## src/rtl/cpu_pkg.sv

```systemverilog
// rtl/cpu_pkg.sv - shared constants for the execute/memory pipeline boundary
package cpu_pkg;

    localparam int BIT_WISE = 64;

    // Flag bit positions, shared by e_flags and the condition-code register
    localparam int ZF = 0;
    localparam int SF = 1;
    localparam int OF = 2;
    localparam int CF = 3;

    localparam logic [3:0] INOP    = 4'h1;
    localparam logic [3:0] IRRMOVQ = 4'h2;
    localparam logic [3:0] IOPQ    = 4'h6;
    localparam logic [3:0] IJXX    = 4'h7;

    localparam logic [3:0] C_YES = 4'h0;
    localparam logic [3:0] C_LE  = 4'h1;
    localparam logic [3:0] C_L   = 4'h2;
    localparam logic [3:0] C_E   = 4'h3;
    localparam logic [3:0] C_NE  = 4'h4;
    localparam logic [3:0] C_GE  = 4'h5;
    localparam logic [3:0] C_G   = 4'h6;

    localparam logic [3:0] RNONE = 4'hF;

endpackage

```

## src/rtl/cond_eval.sv

```systemverilog
// rtl/cond_eval.sv - jXX/cmovXX condition evaluation from the condition codes
module cond_eval
    import cpu_pkg::*;
(
    input  logic [3:0] cc,
    input  logic [3:0] ifun,
    output logic       cnd
);

    logic w_lt;
    logic w_unused_cf;

    assign w_lt        = cc[SF] ^ cc[OF];
    // Carry is kept architecturally but no condition depends on it
    assign w_unused_cf = cc[CF];

    always_comb begin
        cnd = 1'b0;
        case (ifun)
            C_YES:   cnd = 1'b1;
            C_LE:    cnd = w_lt | cc[ZF];
            C_L:     cnd = w_lt;
            C_E:     cnd = cc[ZF];
            C_NE:    cnd = ~cc[ZF];
            C_GE:    cnd = ~w_lt;
            C_G:     cnd = ~w_lt & ~cc[ZF];
            default: cnd = 1'b0;
        endcase
    end

endmodule

```

## src/rtl/exec_mem_stage.sv

```systemverilog
// rtl/exec_mem_stage.sv - condition codes and the E-to-M pipeline register
module exec_mem_stage #(
    parameter int BIT_WISE = cpu_pkg::BIT_WISE
) (
    input  logic                clk,
    input  logic                rst_n,
    input  logic                e_valid,
    input  logic [3:0]          e_icode,
    input  logic [3:0]          e_ifun,
    input  logic [BIT_WISE-1:0] e_valE,
    input  logic [3:0]          e_flags,
    input  logic [BIT_WISE-1:0] e_valA,
    input  logic [3:0]          e_dstE,
    input  logic [3:0]          e_dstM,
    input  logic                exc_pending,
    input  logic                m_stall,
    input  logic                m_bubble,
    output logic [3:0]          cc_q,
    output logic                e_cnd,
    output logic                m_valid,
    output logic [3:0]          m_icode,
    output logic                m_cnd,
    output logic [BIT_WISE-1:0] m_valE,
    output logic [BIT_WISE-1:0] m_valA,
    output logic [3:0]          m_dstE,
    output logic [3:0]          m_dstM
);

    import cpu_pkg::*;

    logic [3:0]          r_cc;
    logic                r_m_valid;
    logic [3:0]          r_m_icode;
    logic                r_m_cnd;
    logic [BIT_WISE-1:0] r_m_valE;
    logic [BIT_WISE-1:0] r_m_valA;
    logic [3:0]          r_m_dstE;
    logic [3:0]          r_m_dstM;

    logic                w_cc_we;
    logic [3:0]          w_dstE;

    // Reads the registered codes, so an OPq updating CC is seen only by later instructions
    cond_eval u_cond_eval (
        .cc   (r_cc),
        .ifun (e_ifun),
        .cnd  (e_cnd)
    );

    assign w_cc_we = e_valid && (e_icode == IOPQ) && !exc_pending && !m_stall;
    assign w_dstE  = ((e_icode == IRRMOVQ) && !e_cnd) ? RNONE : e_dstE;

    always_ff @(posedge clk) begin
        if (!rst_n) begin
            r_cc <= 4'b0001;
        end else if (w_cc_we) begin
            r_cc <= e_flags;
        end
    end

    always_ff @(posedge clk) begin
        if (!rst_n || (!m_stall && (m_bubble || !e_valid))) begin
            r_m_valid <= 1'b0;
            r_m_icode <= INOP;
            r_m_cnd   <= 1'b0;
            r_m_valE  <= '0;
            r_m_valA  <= '0;
            r_m_dstE  <= RNONE;
            r_m_dstM  <= RNONE;
        end else if (!m_stall) begin
            r_m_valid <= 1'b1;
            r_m_icode <= e_icode;
            r_m_cnd   <= e_cnd;
            r_m_valE  <= e_valE;
            r_m_valA  <= e_valA;
            r_m_dstE  <= w_dstE;
            r_m_dstM  <= e_dstM;
        end
    end

    assign cc_q    = r_cc;
    assign m_valid = r_m_valid;
    assign m_icode = r_m_icode;
    assign m_cnd   = r_m_cnd;
    assign m_valE  = r_m_valE;
    assign m_valA  = r_m_valA;
    assign m_dstE  = r_m_dstE;
    assign m_dstM  = r_m_dstM;

endmodule

```

## config.mk

```make
export PLATFORM = sky130hd
export DESIGN_NAME = exec_mem_stage
export DESIGN_NICKNAME = d
export VERILOG_FILES = /design/src/rtl/cpu_pkg.sv /design/src/rtl/cond_eval.sv /design/src/rtl/exec_mem_stage.sv
export SDC_FILE = /design/constraint.sdc
export NUM_CORES = 1
export LEC_CHECK = 0
export ABC_AREA = 1
export CELL_PAD_IN_SITES_DETAIL_PLACEMENT = 0
export CELL_PAD_IN_SITES_GLOBAL_PLACEMENT = 1
export CORE_ASPECT_RATIO = 0.5
export CORE_MARGIN = 5
export CORE_UTILIZATION = 26
export CTS_CLUSTER_SIZE = 16
export DETAILED_ROUTE_END_ITERATION = 16
export GPL_TIMING_DRIVEN = 0
export PLACE_DENSITY = 0.85
export SYNTH_ARGS = -nofsm -noshare
export SYNTH_HDL_FRONTEND = slang
export SYNTH_SLANG_ARGS = --single-unit
```

## constraint.sdc

```tcl
create_clock -name clk -period 1.7 [get_ports clk]
set_clock_uncertainty 0.15 [all_clocks]
set_input_delay 0.255 -clock clk [delete_from_list [all_inputs] [get_ports clk]]
set_output_delay 0.255 -clock clk [all_outputs]
set_load 0.05 [all_outputs]
```

==> results.py <==
metrics = {
    "outcome": {
        "status": "finished, violations left",
        "violations": "negative setup slack",
    },
    "clock_network": {
        "htree_levels": 4,
        "clkTransAtPathRegs_ns": 0.06,
        "cts_buffers": 17,
        "cts_tree": "yes",
        "ctsRootBufferMaster": "clkbuf_16",
        "clk_latency_ns": 0.42,
        "cts_max_path_buffers": 2,
        "cts_sinks": 146,
        "ctsHoldBuffers": 0,
    },
    "timing": {
        "min_period_over_period_pct": 106,
        "rsz0062_at_grt": "true",
        "fmax_mhz": 556,
        "finalHoldViolations": 0,
        "final-max-slew-violation-count": 0,
        "tightest_slew_ns": 0.527,
        "setup_ws_ns": -0.0992,
        "layout_min_cycle_time_ns": 1.80,
        "max_slew_margin_pct": 64.9,
        "setup_viol": 2,
        "setup_tns_ns": -0.138,
    },
    "placed_design": {
        "dp_hpwl_microns": 16200,
        "detailed_place.area_sq_um": 8620,
        "gp_congestion": 0.844,
        "port_buffers": 299,
    },
    "route": {
        "routed_via_density": 4.41,
        "first_pass_iters": 5,
        "dr.first_iter.drc_count": 334,
        "wl_per_cell_microns": 16.6,
        "drt-total-wl_microns": 21100,
        "vias": 5612,
        "drc": 0,
        "ant_nets": 0,
    },
    "layout": {
        "drive_gt1_share_pct": 23.3,
        "final_nets": 1147,
        "area_growth_pct": 73.1,
        "filler_cell_count": 1900,
        "diodes": 0,
        "final_util_pct": 46.4,
        "final_area_sq_um": 9160,
    },
    "synth": {
        "ys_ff_latch": 146,
        "yosysSeqAreaShare_pct": 55.2,
        "syn-cell-area_sq_um": 5290,
        "syn_avg_cell_area_sq_um": 7.91,
        "syn_inst": 669,
        "syn-num-nets": 823,
        "yosysWarnings": 0,
        "synth_cell_types": 19,
    },
    "floorplan": {
        "die_h_microns": 111,
        "rows": 36,
        "core-area_sq_um": 19700,
        "fp.dieW_microns": 212,
        "pin_count": 301,
        "die-area_sq_um": 23500,
        "initial_core_util_pct": 26.8,
    },
    "critical_path": {
        "r2r_end": "m_dstE[3]",
        "path_class": "input pin to output port",
        "path_max_fanout": 3,
        "critPathArrivalTime_ns": 1.39,
        "start_kind": "input pin",
        "cp_data_required_time_ns": 1.29,
        "reg2reg_depth": 11,
        "r2r-start": "cc_q[1]",
        "r2r_slack_ns": 0.24,
        "cp-end-kind": "output port",
    },
    "grt": {
        "gr-total-overflow": 0,
        "antenna_found_initial": 0,
        "grt_pass1_vias": 5753,
        "grt_max_degree": 17,
        "grt_pass1_wl_microns": 32300,
        "track_usage_pct": 17.5,
    },
    "min_path": {
        "hold_depth": 4,
        "hold_path_class": "input pin to flip-flop",
        "worstHoldStart": "m_stall",
        "min_to": "m_icode[1]",
    },
    "power": {
        "p_leak_nw": 3.60,
        "ir_drop_v": 0.000606,
        "power_density_nw_per_um2": 997,
    },
    "run": {
        "cap_violations": 0,
    },
}
## worst max-delay path, cell delays in order
cell and delay [ns]:
clkdlybuf4s50_1 0.52, nand2_1 0.08, and2_1 0.16, nand2_1 0.06, nand2_1 0.06, nand2_2 0.08, inv_2 0.04, buf_8 0.14
## final cells by class
type                            instances  area [sq um]  area share (%)
Clock buffer                           19           443            4.84
Inverter                               17          66.3           0.724
Clock inverter                         13           158            1.72
Sequential cell                       146          2930            31.9
Timing Repair Buffer                  305          2920            31.8
Buffer                                 45           216            2.36
Multi-Input combinational cell        461          2100            22.9
Tap cell                              266           333            3.63
## how the worst max path moves through the flow
stage | startpoint | endpoint | slack, ns | depth (start not counted)
after floorplan | cc_q[2] | e_cnd | 0.09 | 8
after global placement | e_ifun[0] | e_cnd | -0.76 | 9
after detailed placement | e_ifun[0] | e_cnd | -0.77 | 9
after CTS | cc_q[2] | e_cnd | -0.17 | 8
after global routing | cc_q[2] | e_cnd | -0.22 | 9
final | e_ifun[0] | e_cnd | -0.1 | 8
## power breakdown
| group | internal (W) | leakage, nW | switching, W |
|---|---|---|---|
| sequential | 0.00356 | 1.19 | 0.0000750 |
| clock | 0.00235 | 0.297 | 0.00154 |
| combinational | 0.000619 | 2.10 | 0.000988 |
## cells in the final DEF, fill, tap and decap left out, types with 6 or more instances in the layout
master / n
a21oi_1: 98
a21oi_2: 40
buf_4: 6
clkbuf_1: 31
clkbuf_16: 17
clkbuf_2: 49
clkdlybuf4s15_1: 15
clkdlybuf4s15_2: 84
clkdlybuf4s50_1: 152
dfxtp_1: 143
inv_1: 11
nand2_1: 291
nand3_1: 8
nor2_1: 11
## per-stage QoR
step           std cells  hold WS (ns)  power [W]  worst slack [ns]
4_1_cts             1266         0.140    0.00928            -0.165
5_1_grt             1272         0.187    0.00950            -0.216
2_1_floorplan        669         0.189    0.00459            0.0921
6_report            1272         0.168    0.00914           -0.0992
3_3_place_gp        1234         0.294    0.00537            -0.759
3_5_place_dp        1234         0.304    0.00538            -0.772
## state kept, by name, indices dropped and copies added, names as in the netlist
name,flops
cc_q,4
m_icode,4
m_dstM,4
m_valA,64
m_valid,1
m_dstE,4
m_cnd,1
m_valE,64
## what timing repair did
action / CTS / global route
cloned: 0 / 0
endpoints found under the setup margin: 174 / 165
resized for setup: 386 / 55
setup buffers: 0 / 6
pin swaps: 1 / 5
## cells by family (layout without fill, tap and decap cells)
logic type | Yosys count | count (layout) | synth area share (%)
simple gates | 317 | 317 | 22.8
compound gates | 144 | 144 | 16.7
flops | 146 | 146 | 55.2
buf+inv | 62 | 399 | 5.20
## synthesized netlist by cell type, drive strengths merged
| cell type | n | area (sq um) |
|---|---|---|
| nor3 | 1 | 5.00 |
| a21oi | 139 | 857 |
| nor4 | 1 | 6.26 |
| nand3 | 8 | 40.0 |
| inv | 17 | 63.8 |
| buf | 13 | 91.3 |
| clkbuf | 32 | 120 |
| or2 | 1 | 6.26 |
| and2 | 1 | 6.26 |
| nand2 | 294 | 1100 |
| o21bai | 1 | 7.51 |
| nor2 | 11 | 41.3 |
| dfxtp | 146 | 2920 |
| o21ai | 4 | 20.0 |
## per-layer routing
layer	share of wire (%)	track usage [%]	vias to the layer above
li1	-	-	2781
met1	41	20.6	2648
met2	51	31.0	138
met3	3.8	3.17	45
met4	3.6	7.93	0
met5	0	0	-
Power figures use the tool's default switching activity.
